File: src/rtl/uart_fifo_rd_ctrl_if.sv
// Read-side bundle between the UART TX FIFO read controller and its neighbours.
// The slave modport is the controller; the master modport is its user.
interface uart_fifo_rd_ctrl_if #(
  parameter int ADDR_WIDTH = 3
);
  localparam int PW = ADDR_WIDTH + 1;

  logic                  i_fifo_rd_en;
  logic [PW-1:0]         i_fifo_rd_wptr_sync;
  logic [ADDR_WIDTH-1:0] o_fifo_rd_addr;
  logic [PW-1:0]         o_fifo_rd_gptr;
  logic                  o_fifo_rd_empty;
  logic                  o_fifo_rd_valid;
  logic [PW-1:0]         o_fifo_rd_level;
  logic                  o_fifo_rd_underflow;

  modport slave (
    input  i_fifo_rd_en,
    input  i_fifo_rd_wptr_sync,
    output o_fifo_rd_addr,
    output o_fifo_rd_gptr,
    output o_fifo_rd_empty,
    output o_fifo_rd_valid,
    output o_fifo_rd_level,
    output o_fifo_rd_underflow
  );

  modport master (
    output i_fifo_rd_en,
    output i_fifo_rd_wptr_sync,
    input  o_fifo_rd_addr,
    input  o_fifo_rd_gptr,
    input  o_fifo_rd_empty,
    input  o_fifo_rd_valid,
    input  o_fifo_rd_level,
    input  o_fifo_rd_underflow
  );
endinterface

File: src/rtl/uart_fifo_rd_ctrl.sv
// Read-side pointer/flag controller for the UART TX async FIFO.
// Consumes the synchronized gray write pointer and publishes a registered gray read pointer.
module uart_fifo_rd_ctrl #(
  parameter int ADDR_WIDTH = 3
) (
  input  logic                 i_fifo_rd_clk,
  input  logic                 i_fifo_rd_rst_n,
  uart_fifo_rd_ctrl_if.slave   bus
);
  localparam int PW = ADDR_WIDTH + 1;

  logic [PW-1:0] rbin_reg;
  logic [PW-1:0] rgray_reg;
  logic          empty_reg;
  logic          valid_reg;
  logic [PW-1:0] level_reg;
  logic          underflow_reg;

  logic          accept;
  logic [PW-1:0] rbin_next;
  logic [PW-1:0] rgray_next;
  logic [PW-1:0] wbin_s;
  logic          empty_next;
  logic [PW-1:0] level_next;

  // Gray-to-binary: each binary bit is the XOR of all gray bits at or above it.
  generate
    for (genvar gi = 0; gi < PW; gi++) begin : g_wbin
      assign wbin_s[gi] = ^bus.i_fifo_rd_wptr_sync[PW-1:gi];
    end
  endgenerate

  always_comb begin
    accept     = bus.i_fifo_rd_en & ~empty_reg;
    rbin_next  = rbin_reg + {{(PW-1){1'b0}}, accept};
    rgray_next = rbin_next ^ (rbin_next >> 1);
    // Compare against the post-pop pointer so the last pop raises empty at its own edge.
    empty_next = (rgray_next == bus.i_fifo_rd_wptr_sync);
    level_next = wbin_s - rbin_next;
  end

  always_ff @(posedge i_fifo_rd_clk) begin
    if (!i_fifo_rd_rst_n) begin
      rbin_reg      <= '0;
      rgray_reg     <= '0;
      empty_reg     <= 1'b1;
      valid_reg     <= 1'b0;
      level_reg     <= '0;
      underflow_reg <= 1'b0;
    end else begin
      rbin_reg      <= rbin_next;
      rgray_reg     <= rgray_next;
      empty_reg     <= empty_next;
      valid_reg     <= accept;
      level_reg     <= level_next;
      underflow_reg <= bus.i_fifo_rd_en & empty_reg;
    end
  end

  assign bus.o_fifo_rd_addr      = rbin_reg[ADDR_WIDTH-1:0];
  assign bus.o_fifo_rd_gptr      = rgray_reg;
  assign bus.o_fifo_rd_empty     = empty_reg;
  assign bus.o_fifo_rd_valid     = valid_reg;
  assign bus.o_fifo_rd_level     = level_reg;
  assign bus.o_fifo_rd_underflow = underflow_reg;
endmodule
File: src/flat_wrapper.sv
// flat-port wrapper written by rule: the top's interface ports become plain ports
module uart_fifo_rd_ctrl_flat 
#(
  parameter int ADDR_WIDTH = 3
)
  (i_fifo_rd_clk, i_fifo_rd_rst_n, bus_i_fifo_rd_en, bus_i_fifo_rd_wptr_sync, bus_o_fifo_rd_addr, bus_o_fifo_rd_gptr, bus_o_fifo_rd_empty, bus_o_fifo_rd_valid, bus_o_fifo_rd_level, bus_o_fifo_rd_underflow);
  uart_fifo_rd_ctrl_if #(.ADDR_WIDTH(ADDR_WIDTH)) bus_i ();
  input  logic i_fifo_rd_clk;
  input  logic i_fifo_rd_rst_n;
  input wire logic [$bits(bus_i.i_fifo_rd_en)-1:0] bus_i_fifo_rd_en;
  input wire logic [$bits(bus_i.i_fifo_rd_wptr_sync)-1:0] bus_i_fifo_rd_wptr_sync;
  output wire logic [$bits(bus_i.o_fifo_rd_addr)-1:0] bus_o_fifo_rd_addr;
  output wire logic [$bits(bus_i.o_fifo_rd_gptr)-1:0] bus_o_fifo_rd_gptr;
  output wire logic [$bits(bus_i.o_fifo_rd_empty)-1:0] bus_o_fifo_rd_empty;
  output wire logic [$bits(bus_i.o_fifo_rd_valid)-1:0] bus_o_fifo_rd_valid;
  output wire logic [$bits(bus_i.o_fifo_rd_level)-1:0] bus_o_fifo_rd_level;
  output wire logic [$bits(bus_i.o_fifo_rd_underflow)-1:0] bus_o_fifo_rd_underflow;
  assign bus_i.i_fifo_rd_en = bus_i_fifo_rd_en;
  assign bus_i.i_fifo_rd_wptr_sync = bus_i_fifo_rd_wptr_sync;
  assign bus_o_fifo_rd_addr = bus_i.o_fifo_rd_addr;
  assign bus_o_fifo_rd_gptr = bus_i.o_fifo_rd_gptr;
  assign bus_o_fifo_rd_empty = bus_i.o_fifo_rd_empty;
  assign bus_o_fifo_rd_valid = bus_i.o_fifo_rd_valid;
  assign bus_o_fifo_rd_level = bus_i.o_fifo_rd_level;
  assign bus_o_fifo_rd_underflow = bus_i.o_fifo_rd_underflow;
  uart_fifo_rd_ctrl #(.ADDR_WIDTH(ADDR_WIDTH)) u_core (.i_fifo_rd_clk(i_fifo_rd_clk), .i_fifo_rd_rst_n(i_fifo_rd_rst_n), .bus(bus_i));
endmodule
File: config.mk
export PLATFORM = sky130hd
export DESIGN_NAME = uart_fifo_rd_ctrl_flat
export DESIGN_NICKNAME = d
export VERILOG_FILES = /design/src/rtl/uart_fifo_rd_ctrl_if.sv /design/src/rtl/uart_fifo_rd_ctrl.sv /design/src/flat_wrapper.sv
export SDC_FILE = /design/constraint.sdc
export NUM_CORES = 1
export LEC_CHECK = 0
export BUFFER_PORTS_ARGS = -buffer_cell sky130_fd_sc_hd__buf_4
export CORE_MARGIN = 2
export CORE_UTILIZATION = 45
export DETAILED_ROUTE_END_ITERATION = 16
export PLACE_DENSITY = 0.72
export SYNTH_ARGS = -nofsm -noshare
export SYNTH_HDL_FRONTEND = slang
export SYNTH_SLANG_ARGS = --single-unit
File: constraint.sdc
create_clock -name i_fifo_rd_clk -period 6.75 [get_ports i_fifo_rd_clk]
set_clock_uncertainty 0.05 [all_clocks]
set_input_delay 1.35 -clock i_fifo_rd_clk [delete_from_list [all_inputs] [get_ports i_fifo_rd_clk]]
set_output_delay 1.35 -clock i_fifo_rd_clk [all_outputs]
set_load 0.02 [all_outputs]
[Yosys cells after proc, flatten, opt, wreduce, memory -nomap -nowiden]
Index checks and enable logic that the tools add are counted.
Word-level totals
  flip-flop bits (word level): 15
  bits in latches: 0
  bits in writable memories: 0
  bits in read-only memories: 0
  input bits: 7
  output and inout bits: 14
  word-level logic and storage cells: 16
  memories kept: 0
Operators by class
  $add $sub $neg: 2
  multiply operators: 0
  div/mod/pow operators: 0
  order comparisons: 0
  equal/unequal tests: 1
  shift operators: 0
  mux-type cells: 0
  bitwise gates (word level): 4
  reduce and logical (&&, ||, !) cells: 3
Operators by type and width (number)
  adder 4 x 1 -> 4 bit: 1
  equality test 4 bit: 1
  parity 4 bit: 1
  subtractor 4 bit: 1
  bitwise XOR 4 x 3 -> 4 bit: 1
  parity 3 bit: 1
  AND 1 bit: 2
  parity 2 bit: 1
  inverter 1 bit: 1

[Depth between registers and ports, before layout]
Gate-level depths: netlist of run 1.
  depth in word-level cells: 5
  gate-level depth with buffers: 9
  depth with buffers taken out: 9

[Worst setup path before layout of run 1]
No wires, ideal clock.
  path type: input to register
  start point: in bus_i_fifo_rd_en
  end point: reg u_core.level_reg[3], in the netlist u_core.bus.o_fifo_rd_level[3]
  library setup time: 0.123 ns
  arrival: 3.271 ns
  data required time: 6.577 ns
  slack: 3.306 ns
  cell stages on the path: 9
  path buffers: 0
  cells stage by stage: nor2b_1 ha_1 ha_1 inv_1 ha_1 a21oi_1 maj3_1 o22ai_1 mux2_1
On the way
  cells in the longest elaborated chain, start to end: 3
Ends and longest elaborated chain
  from (decl): line flat_wrapper.sv:10  | input wire logic [$bits(bus_i.i_fifo_rd_en)-1:0] bus_i_fifo_rd_en;
  AND 1 bit: line uart_fifo_rd_ctrl.sv:34  | accept = bus.i_fifo_rd_en & ~empty_reg;
  adder 4 x 1 -> 4 bit: line uart_fifo_rd_ctrl.sv:35  | rbin_next = rbin_reg + {{(PW-1){1'b0}}, accept};
  via u_core.rbin_next[1]: line uart_fifo_rd_ctrl.sv:20  | logic [PW-1:0] rbin_next;
  subtractor 4 bit: line uart_fifo_rd_ctrl.sv:39  | level_next = wbin_s - rbin_next;
  to (signal assigned): line uart_fifo_rd_ctrl.sv:55  | level_reg <= level_next;
  to (decl): line uart_fifo_rd_ctrl.sv:16  | logic [PW-1:0] level_reg;
The timed path passes the listed nets, and every way through them passes these cells.
A chain may end at the register's enable or synchronous reset.

[Worst setup path in the final report of run 1]
  start point: in bus_i_fifo_rd_en
  end point: reg u_core.level_reg[3], in the netlist u_core.bus.o_fifo_rd_level[3]
On the way
  cells in the longest elaborated chain, start to end: 3
Ends and longest elaborated chain
  AND 1 bit: line uart_fifo_rd_ctrl.sv:34
  via u_core.accept: line uart_fifo_rd_ctrl.sv:19  | logic accept;
  adder 4 x 1 -> 4 bit: line uart_fifo_rd_ctrl.sv:35
  via u_core.rbin_next[1]: line uart_fifo_rd_ctrl.sv:20
  subtractor 4 bit: line uart_fifo_rd_ctrl.sv:39
The timed path passes the listed nets, and every way through them passes these cells.

==> metrics.yaml, run 1 <==
layout.nets: 105
async_flop_share: 0
core_mm2: 0.001350
min_period_ns: 3.400
die_y_um: 42.64
ys_types: 23
p_leak_uw: 0.0004083
antenna_found_initial: 0
cp_top_family: "adder cells"
cts_made_buffers: 3
critical-path-slowest-cell: "ha_1"
io_pins: 21
grt_pass1_vias: 496
ys_warn_count: 0
cp.arrival_ns: 3.52
postCtsHoldBufs: 0
grt_max_degree: 9
max_freq_mhz: 294.1
path_common_cell: "ha_1"
criticalPathCategory: "in -> reg"
setup_slack_ns: 3.350
layout_commonest_cell: "buf_4"
place_hpwl_um: 967.5
synth-edff-count: 0
cts_root_buf: "clkbuf_4"
synth.yosys.seq_area_share: 0.4171
hold_path_class: "reg -> reg"
wirelength_mm: 1.202
multi_input_area_um2: 372.9
seqCellArea_um2: 280.3
clockBufferDepth: 2
die_w_um: 42.64
grt_pass1_wl_mm: 2.001
final_max_slew_viol_count: 0
via_per_inst: 4.906
place_congestion: 0.7257
h-tree-depth: 1
drc: 0
gr-usage-all-layers: 0.1503
syn_avg_cell_area_um2: 9.881
cts_resized: 0
rows: 13
clkSlewWorstSetupHoldPaths_ns: 0.08
syn_inst: 68
rsz0062_at_grt: "false"
num_vias: 520
hold_violations: 0
syn2layout_area_growth_pct: 28.49
grt_overflow: 0
power.density_mw_per_mm2: 219.6
initialDrtViolationCount: 8
synth_area_um2: 671.9
clk_latency_ns: 0.27
drive_gt1_frac: 0.2747
wl_per_cell_um: 11.34
tightest_slew_ns: 0.3834
fin_setup_tns_ns: 0
end_kind: "flop"
pre_cts_slack_ns: 3.073
crit_buf_inv: 2
dieArea_mm2: 0.001818
cpPeakStageDelay_ns: 0.38
slew_headroom: 0.7435
start_kind: "input pin"
worstPathRequired_ns: 6.86
first_pass_iters: 3
numPortBuffers: 20
max_cap_viol_count: 0
critPathMaxFanout: 5
path_cells: "buf_4 > nor2b_1 > ha_1 > ha_1 > inv_1 > ha_1 > a21oi_1 > maj3_1 > o22ai_1 > mux2_1"
n_antenna_cell: 0
syn_nets: 80
cts_tree: "yes"
nFillCells: 135
finalSetupViolCount: 0
final_cell_mix: "buf_4 (20), dfxtp_1 (14), nor2_1 (9), xor2_1 (6), xnor2_1 (6)"
synth-seq-cells: 14
post_cts_buffers: 0
period_share: 0.5038
initial_utilization: 0.4977
drtAntennaViolNets: 0
synth_flop_cell: "dfxtp_1"
peakVddDrop_uv: 151.2
cts_sinks: 14
status: "finished, final reports clean"
[layout make-up]
type | count | area share
well taps | 15 | 0.02174
clock buffers | 3 | 0.02609
flip-flops and latches | 14 | 0.3246
multi-input cells | 49 | 0.4319
inverters | 5 | 0.02174
repair buffers | 20 | 0.1739
[where the power goes]
| group | internal, uW | switching (uW) | total [uW] |
|---|---|---|---|
| clock network | 20.7 | 24.8 | 45.5 |
| registers | 89.4 | 2.43 | 91.8 |
| logic | 24.0 | 28.3 | 52.3 |
| total | 134 | 55.5 | 190 |
[layer usage]
| metal | track usage | part of all wire |
|---|---|---|
| met1 | 0.1715 | 0.44 |
| met5 | 0 | 0 |
| met2 | 0.2636 | 0.50 |
| met3 | 0.02586 | 0.033 |
| met4 | 0.07500 | 0.022 |
[per-stage QoR]
stage | util | cells | total power (uW) | area, um^2 | hold WS (ns)
after floorplan | - | 68 | 125.7 | 671.9 | 0.4611
after global placement | 0.6228 | 103 | 144.0 | 840.8 | 0.3859
after detailed placement | 0.6228 | 103 | 146.4 | 840.8 | 0.3913
after CTS | 0.6395 | 106 | 191.3 | 863.3 | 0.4168
after global routing | 0.6395 | 106 | 201.0 | 863.3 | 0.4328
final | 0.6395 | 106 | 189.6 | 863.3 | 0.4154
[cell usage after synthesis (all sizes together), types with 2 or more instances]
cell type,count,area share
dfxtp,14,0.42
nor2,9,0.050
xor2,7,0.12
xnor2,6,0.078
inv,5,0.028
ha,4,0.074
and2,3,0.028
and3,3,0.030
a21oi,2,0.015
nand2,2,0.011
nand3,2,0.015
nor3,2,0.015
o21ai,2,0.015
[path summary, 6_finish.rpt]
kind,slack (ns),startpoint,depth (start not counted),endpoint
worst max-delay path,3.35,bus_i_fifo_rd_en,10,u_core.bus.o_fifo_rd_level[3]
worst min-delay path,0.42,u_core.bus.o_fifo_rd_empty,1,u_core.bus.o_fifo_rd_valid
worst max register to register,4.23,u_core.bus.o_fifo_rd_empty,9,u_core.bus.o_fifo_rd_level[3]
worst min register to register,0.42,u_core.bus.o_fifo_rd_empty,1,u_core.bus.o_fifo_rd_valid
[worst register-to-register path, stage by stage (launching register included)]
cell and delay [ns]:
dfxtp_1 0.37, nor2b_1 0.06, ha_1 0.20, ha_1 0.38, inv_1 0.11, ha_1 0.29, a21oi_1 0.09, maj3_1 0.33
o22ai_1 0.19, mux2_1 0.33
[kinds of logic after synthesis]
family,share of synthesized area
DFF,0.4171
AOI/OAI and AO/OA,0.06331
buffers and inverters,0.02794
xor gates and xnor gates,0.1974
muxes,0.01676
and+or+nand+nor,0.1583
adders and majority gates,0.1192
Power figures use the tool's default switching activity.
==> inputs of run 2 (changes only) <==
Clock period 6.75 ns to 3.5 ns, I/O delays scaled along.
==> metrics.yaml, run 2 (synthesis gave the netlist of run 1 again) <==
status: "finished, final reports clean"  # unchanged
cts_sinks: 14  # unchanged
slew_headroom: 0.7578  # was 0.7435
end_kind: "flop"  # unchanged
clkSlewWorstSetupHoldPaths_ns: 0.07  # was 0.08 ns
place_hpwl_um: 899  # was 967.5 um
place_congestion: 0.7785  # was 0.7257
path_cells: "buf_4 > nor2b_1 > ha_1 > ha_1 > inv_1 > ha_1 > a21oi_1 > maj3_1 > o22ai_1 > mux2_1"  # unchanged
hold_violations: 0  # unchanged
first_pass_iters: 4  # was 3
pre_cts_slack_ns: 0.4833  # was 3.073 ns
die_y_um: 42.64  # unchanged
drtAntennaViolNets: 0  # unchanged
criticalPathCategory: "in -> reg"  # unchanged
num_vias: 491  # was 520
wl_met1_um: 523  # was 530 um
cp.arrival_ns: 2.83  # was 3.52 ns
critical-path-slowest-cell: "ha_1"  # unchanged
rows: 13  # unchanged
wl_met2_um: 548  # was 603 um
path_common_cell: "ha_1"  # unchanged
cts_resized: 0  # unchanged
core_mm2: 0.001350  # unchanged
initial_utilization: 0.4977  # unchanged
n_antenna_cell: 0  # unchanged
final_cell_mix: "buf_4 (20), dfxtp_1 (14), nor2_1 (9), xor2_1 (6), xnor2_1 (6)"  # unchanged
max_freq_mhz: 366.9
period_share: 0.7786
critPathMaxFanout: 5  # unchanged
clk_latency_ns: 0.27  # about the same
tightest_slew_ns: 0.3607  # was 0.3834 ns
drc: 0  # unchanged
fin_setup_tns_ns: 0  # unchanged
gr-usage-all-layers: 0.1312  # was 0.1503
grt_overflow: 0  # unchanged
start_kind: "input pin"  # unchanged
power.density_mw_per_mm2: 415.3  # was 219.6 mW/mm^2
syn2layout_area_growth_pct: 28.49  # unchanged
p_leak_uw: 0.0004083  # unchanged
min_period_ns: 2.725
cts_root_buf: "clkbuf_4"  # unchanged
io_pins: 21  # unchanged
initialDrtViolationCount: 9  # was 8
peakVddDrop_uv: 235.0  # was 151.2 uV
wirelength_mm: 1.106  # was 1.202 mm
h-tree-depth: 1  # unchanged
layout_commonest_cell: "buf_4"  # unchanged
hold_path_class: "reg -> reg"  # unchanged
cpPeakStageDelay_ns: 0.37  # was 0.38 ns
final_max_slew_viol_count: 0  # unchanged
post_cts_buffers: 0  # unchanged
grt_pass1_wl_mm: 1.759  # was 2.001 mm
antenna_found_initial: 0  # unchanged
layout.nets: 105  # unchanged
finalSetupViolCount: 0  # unchanged
cts_made_buffers: 3  # unchanged
via_per_inst: 4.632  # was 4.906
hold_slack_ns: 0.4170  # was 0.4154 ns
clockBufferDepth: 2  # unchanged
die_w_um: 42.64  # unchanged
grt_pass1_vias: 439  # was 496
wl_met3_um: 34  # was 40 um
postCtsHoldBufs: 0  # unchanged
dieArea_mm2: 0.001818  # unchanged
wl_per_cell_um: 10.43  # was 11.34 um
grt_max_degree: 9  # unchanged
drive_gt1_frac: 0.2747  # unchanged
cts_tree: "yes"  # unchanged
worstPathRequired_ns: 3.61  # was 6.86 ns
setup_slack_ns: 0.7748  # was 3.350 ns
numPortBuffers: 20  # unchanged
highest_layer: "met3"  # was met4
max_cap_viol_count: 0  # unchanged
rsz0062_at_grt: "false"  # unchanged
[run 2: routing by layer]
metal / track usage / up-vias
li1: - / 268
met1: 0.1702 / 211
met2: 0.2000 / 12
met3: 0.02586 / 0
met4: 0.07500 / 0
met5: 0 / -
[run 2: power by group]
group | internal [uW] | switching [uW] | leakage, uW
logic | 45.0 | 50.9 | 0.000279
registers | 172 | 4.31 | 0.000115
clock network | 39.8 | 46.2 | 0.0000138
[run 2: metrics by stage]
stage / cell area (um^2) / power (uW) / cells / util
global route: 863.3 / 379.8 / 106 / 0.6395
global placement: 840.8 / 277.9 / 103 / 0.6228
floorplan: 671.9 / 242.5 / 68 / -
CTS: 863.3 / 363.3 / 106 / 0.6395
detailed placement: 840.8 / 278.1 / 103 / 0.6228
finish: 863.3 / 358.6 / 106 / 0.6395
[run 2: area by class of cell]
| cell class | count | area, um^2 |
|---|---|---|
| clock buffer | 3 | 22.52 |
| multi-input combinational | 49 | 372.9 |
| sequential | 14 | 280.3 |
| inverter | 5 | 18.77 |
| tap | 15 | 18.77 |
| timing repair buffer | 20 | 150.1 |
| fill | 117 | 486.7 |
[run 2: final timing paths]
| path | from | to | slack (ns) | depth (start not counted) |
|---|---|---|---|---|
| worst max-delay path | bus_i_fifo_rd_en | u_core.bus.o_fifo_rd_level[3] | 0.77 | 10 |
| worst min-delay path | u_core.bus.o_fifo_rd_empty | u_core.bus.o_fifo_rd_valid | 0.42 | 1 |
| worst max register to register | u_core.bus.o_fifo_rd_empty | u_core.bus.o_fifo_rd_level[3] | 1.01 | 9 |
| worst min register to register | u_core.bus.o_fifo_rd_empty | u_core.bus.o_fifo_rd_valid | 0.42 | 1 |
[run 2: worst max-delay path, delay by kind of cell]
kind | cells | cell delay, ns
adders and majority gates | 4 | 1.19
AOI/OAI and AO/OA | 2 | 0.25
muxes | 1 | 0.33
buffers and inverters | 2 | 0.22
and+or+nand+nor | 1 | 0.12
==> inputs of run 3 (changes only) <==
Settings changed: ABC_AREA from default to 1, CORE_UTILIZATION 45 to 44.
Clock period 3.5 ns to 2.3 ns, I/O delays scaled along.
==> metrics.yaml, run 3 <==
clockBufferDepth: 2  # unchanged
start_kind: "flop"  # was input pin
final_max_slew_viol_count: 0  # unchanged
min_period_ns: 1.990
fin_setup_tns_ns: 0  # unchanged
intPower_uw: 422.4  # was 257.1 uW
core_mm2: 0.001541  # was 0.001350 mm^2
io_pins: 21  # unchanged
cts_sinks: 14  # unchanged
grt_overflow: 0  # unchanged
die_y_um: 44.79  # was 42.64 um
end_kind: "flop"  # unchanged
cp-startpoint: "u_core.bus.o_fifo_rd_empty"  # was bus_i_fifo_rd_en
critPathMaxFanout: 4  # was 5
use_met2: 0.3101  # was 0.2000
rr_startpoint: "u_core.bus.o_fifo_rd_empty"  # unchanged
die_w_um: 44.79  # was 42.64 um
nFillCells: 152  # was 117
synth_area_um2: 732.0  # was 671.9 um^2
status: "finished, final reports clean"  # unchanged
hold_path_class: "in -> reg"  # was reg -> reg
p_total_uw: 601.0  # was 358.6 uW
dieArea_mm2: 0.002006  # was 0.001818 mm^2
rrSetupSlack_ns: 0.31  # was 1.01 ns
initialDrtViolationCount: 8  # was 9
layout_commonest_cell: "nand2_1"  # was buf_4
synth-edff-count: 0  # unchanged
via_per_inst: 4.731  # was 4.632
busiest_layer: "met2"  # unchanged
clkSlewWorstSetupHoldPaths_ns: 0.08  # was 0.07 ns
ys_warn_count: 0  # unchanged
layout.nets: 142  # was 105
slew_headroom: 0.8113  # was 0.7578
final_cell_mix: "nand2_1 (33), buf_4 (20), inv_1 (17), dfxtp_1 (14), nor2_1 (11)"  # was buf_4 (20), dfxtp_1 (14), nor2_1 (9), xor2_1 (6), xnor2_1 (6)
syn_avg_cell_area_um2: 6.971  # was 9.881 um^2
rr_endpoint: "u_core.bus.o_fifo_rd_level[3]"  # unchanged
cts_resized: 0  # unchanged
synth_flop_cell: "dfxtp_1"  # unchanged
rows: 14  # was 13
n_antenna_cell: 0  # unchanged
synthTopCellsByArea: "dfxtp_1 (38%), nand2_1 (17%), inv_1 (8.7%)"  # was dfxtp_1 (42%), xnor2_1 (7.8%), xor2_1 (7.8%)
first_pass_iters: 4  # unchanged
comb_power_share: 0.255  # was 0.267
max_cap_viol_count: 0  # unchanged
initial_utilization: 0.4748  # was 0.4977
worstPathRequired_ns: 2.43  # was 3.61 ns
place_hpwl_mm: 1.129  # was 899 um
rsz0062_at_grt: "false"  # unchanged
gr-usage-met1: 0.2035  # was 0.1702
num_vias: 686  # was 491
drive_gt1_frac: 0.2636  # was 0.2747
cp.arrival_ns: 2.12  # was 2.83 ns
finalSetupViolCount: 0  # unchanged
cts_tree: "yes"  # unchanged
clockPowerShare: 0.299  # was 0.240
hold_violations: 0  # unchanged
cts_root_buf: "clkbuf_4"  # unchanged
rr_worst_depth: 11  # was 9
synth.yosys.seq_area_share: 0.3829  # was 0.4171
antenna_found_initial: 0  # unchanged
wl_per_cell_um: 9.828  # was 10.43 um
place_congestion: 0.7249  # was 0.7785
drtAntennaViolNets: 0  # unchanged
peakVddDrop_uv: 475.4  # was 235.0 uV
seqPwrFrac: 0.447  # was 0.493
synth_common_cells: "nand2_1 (33), inv_1 (17), dfxtp_1 (14)"  # was dfxtp_1 (14), nor2_1 (9), xnor2_1 (6), xor2_1 (6), inv_1 (5)
numPortBuffers: 20  # unchanged
syn2layout_area_growth_pct: 28.21  # was 28.49%
drc: 0  # unchanged
max_freq_mhz: 502.4
h-tree-depth: 1  # unchanged
grt_pass1_wl_mm: 2.573  # was 1.759 mm
postCtsHoldBufs: 0  # unchanged
yosysTopAreaCell: "dfxtp_1"  # unchanged
tightest_slew_ns: 0.2813  # was 0.3607 ns
crit_path_end: "u_core.bus.o_fifo_rd_level[3]"  # unchanged
criticalPathCategory: "reg -> reg"  # was in -> reg
yosys.area.top_type_share: 0.3829  # was 0.4171
synth-seq-cells: 14  # unchanged
clk_latency_ns: 0.29  # was 0.27 ns
cts_made_buffers: 3  # unchanged
grtUsageMet3: 0.06000  # was 0.02586
p_switching_uw: 178.7  # was 101.5 uW
power.density_mw_per_mm2: 640.5  # was 415.3 mW/mm^2
gr-usage-all-layers: 0.1796  # was 0.1312
post_cts_buffers: 0  # unchanged
ys_types: 19  # was 23
grt_pass1_vias: 632  # was 439
syn_inst: 105  # was 68
grt_max_degree: 10  # was 9
synth.most_common_cell: "nand2_1"  # was dfxtp_1
syn_nets: 117  # was 80
p_leak_uw: 0.0005368  # was 0.0004083 uW
wirelength_mm: 1.425  # was 1.106 mm
swShare: 0.2973  # was 0.2829
period_share: 0.8654
async_flop_share: 0  # unchanged
## run 3: worst max-delay path, cell delays in order (launching register included)
cell and delay [ns]:
dfxtp_1 0.37, nor2_1 0.06, ha_1 0.23, ha_1 0.34, inv_1 0.11, ha_1 0.30
inv_1 0.05, nor2_1 0.04, o21ai_2 0.11, nand2_2 0.06, nor2_1 0.12, nor2_2 0.05
## run 3: cells by family after synthesis
family	synth area share
and+or+nand+nor	0.3761
buffers and inverters	0.1026
DFF	0.3829
adders and majority gates	0.09573
AOI/OAI and AO/OA	0.01880
xor gates and xnor gates	0.02394
## run 3: per-layer routing
metal / part of all wire / routed length, um / vias to the layer above
li1: - / - / 370
met1: 0.42 / 600 / 297
met2: 0.51 / 720 / 17
met3: 0.060 / 85 / 2
met4: 0.013 / 19 / 0
met5: 0 / 0 / -
## run 3: how the worst min path moves through the flow
stage / from / endpoint / slack, ns / cells past startpoint
finish: i_fifo_rd_rst_n / u_core.bus.o_fifo_rd_empty / 0.35 / 2
global route: i_fifo_rd_rst_n / u_core.bus.o_fifo_rd_empty / 0.34 / 2
CTS: i_fifo_rd_rst_n / u_core.bus.o_fifo_rd_empty / 0.34 / 2
detailed placement: u_core.bus.o_fifo_rd_empty / u_core.bus.o_fifo_rd_underflow / 0.40 / 2
global placement: u_core.bus.o_fifo_rd_empty / u_core.bus.o_fifo_rd_underflow / 0.40 / 2
floorplan: i_fifo_rd_rst_n / u_core.bus.o_fifo_rd_empty / 0.48 / 1
## run 3: stage by stage
stage | hold slack (ns) | worst slack [ns] | area (um^2) | instances | util
2_1_floorplan | 0.4787 | 0.2750 | 732.0 | 105 | -
3_3_place_gp | 0.4043 | 0.09044 | 902.1 | 141 | 0.5852
3_5_place_dp | 0.4025 | 0.03793 | 902.1 | 141 | 0.5852
4_1_cts | 0.3417 | 0.2929 | 938.4 | 145 | 0.6088
6_report | 0.3467 | 0.3097 | 938.4 | 145 | 0.6088
5_1_grt | 0.3422 | 0.1432 | 938.4 | 145 | 0.6088
## run 3: area by class of cell
class,instances,area (um^2),share of cell area
Multi-Input combinational cell,71,376.6,0.4013
Sequential cell,14,280.3,0.2987
Inverter,20,75.07,0.08000
Timing Repair Buffer,20,150.1,0.1600
Tap cell,16,20.02,0.02133
Clock buffer,4,36.28,0.03867
## run 3: power groups by stage
stage               Sequential (uW)  Combinational [uW]  Clock [uW]
global placement                273                 150           0
CTS                             269                 155         186
finish                          268                 153         180
global route                    270                 175         194
detailed placement              275                 154           0
floorplan                       298                74.8           0
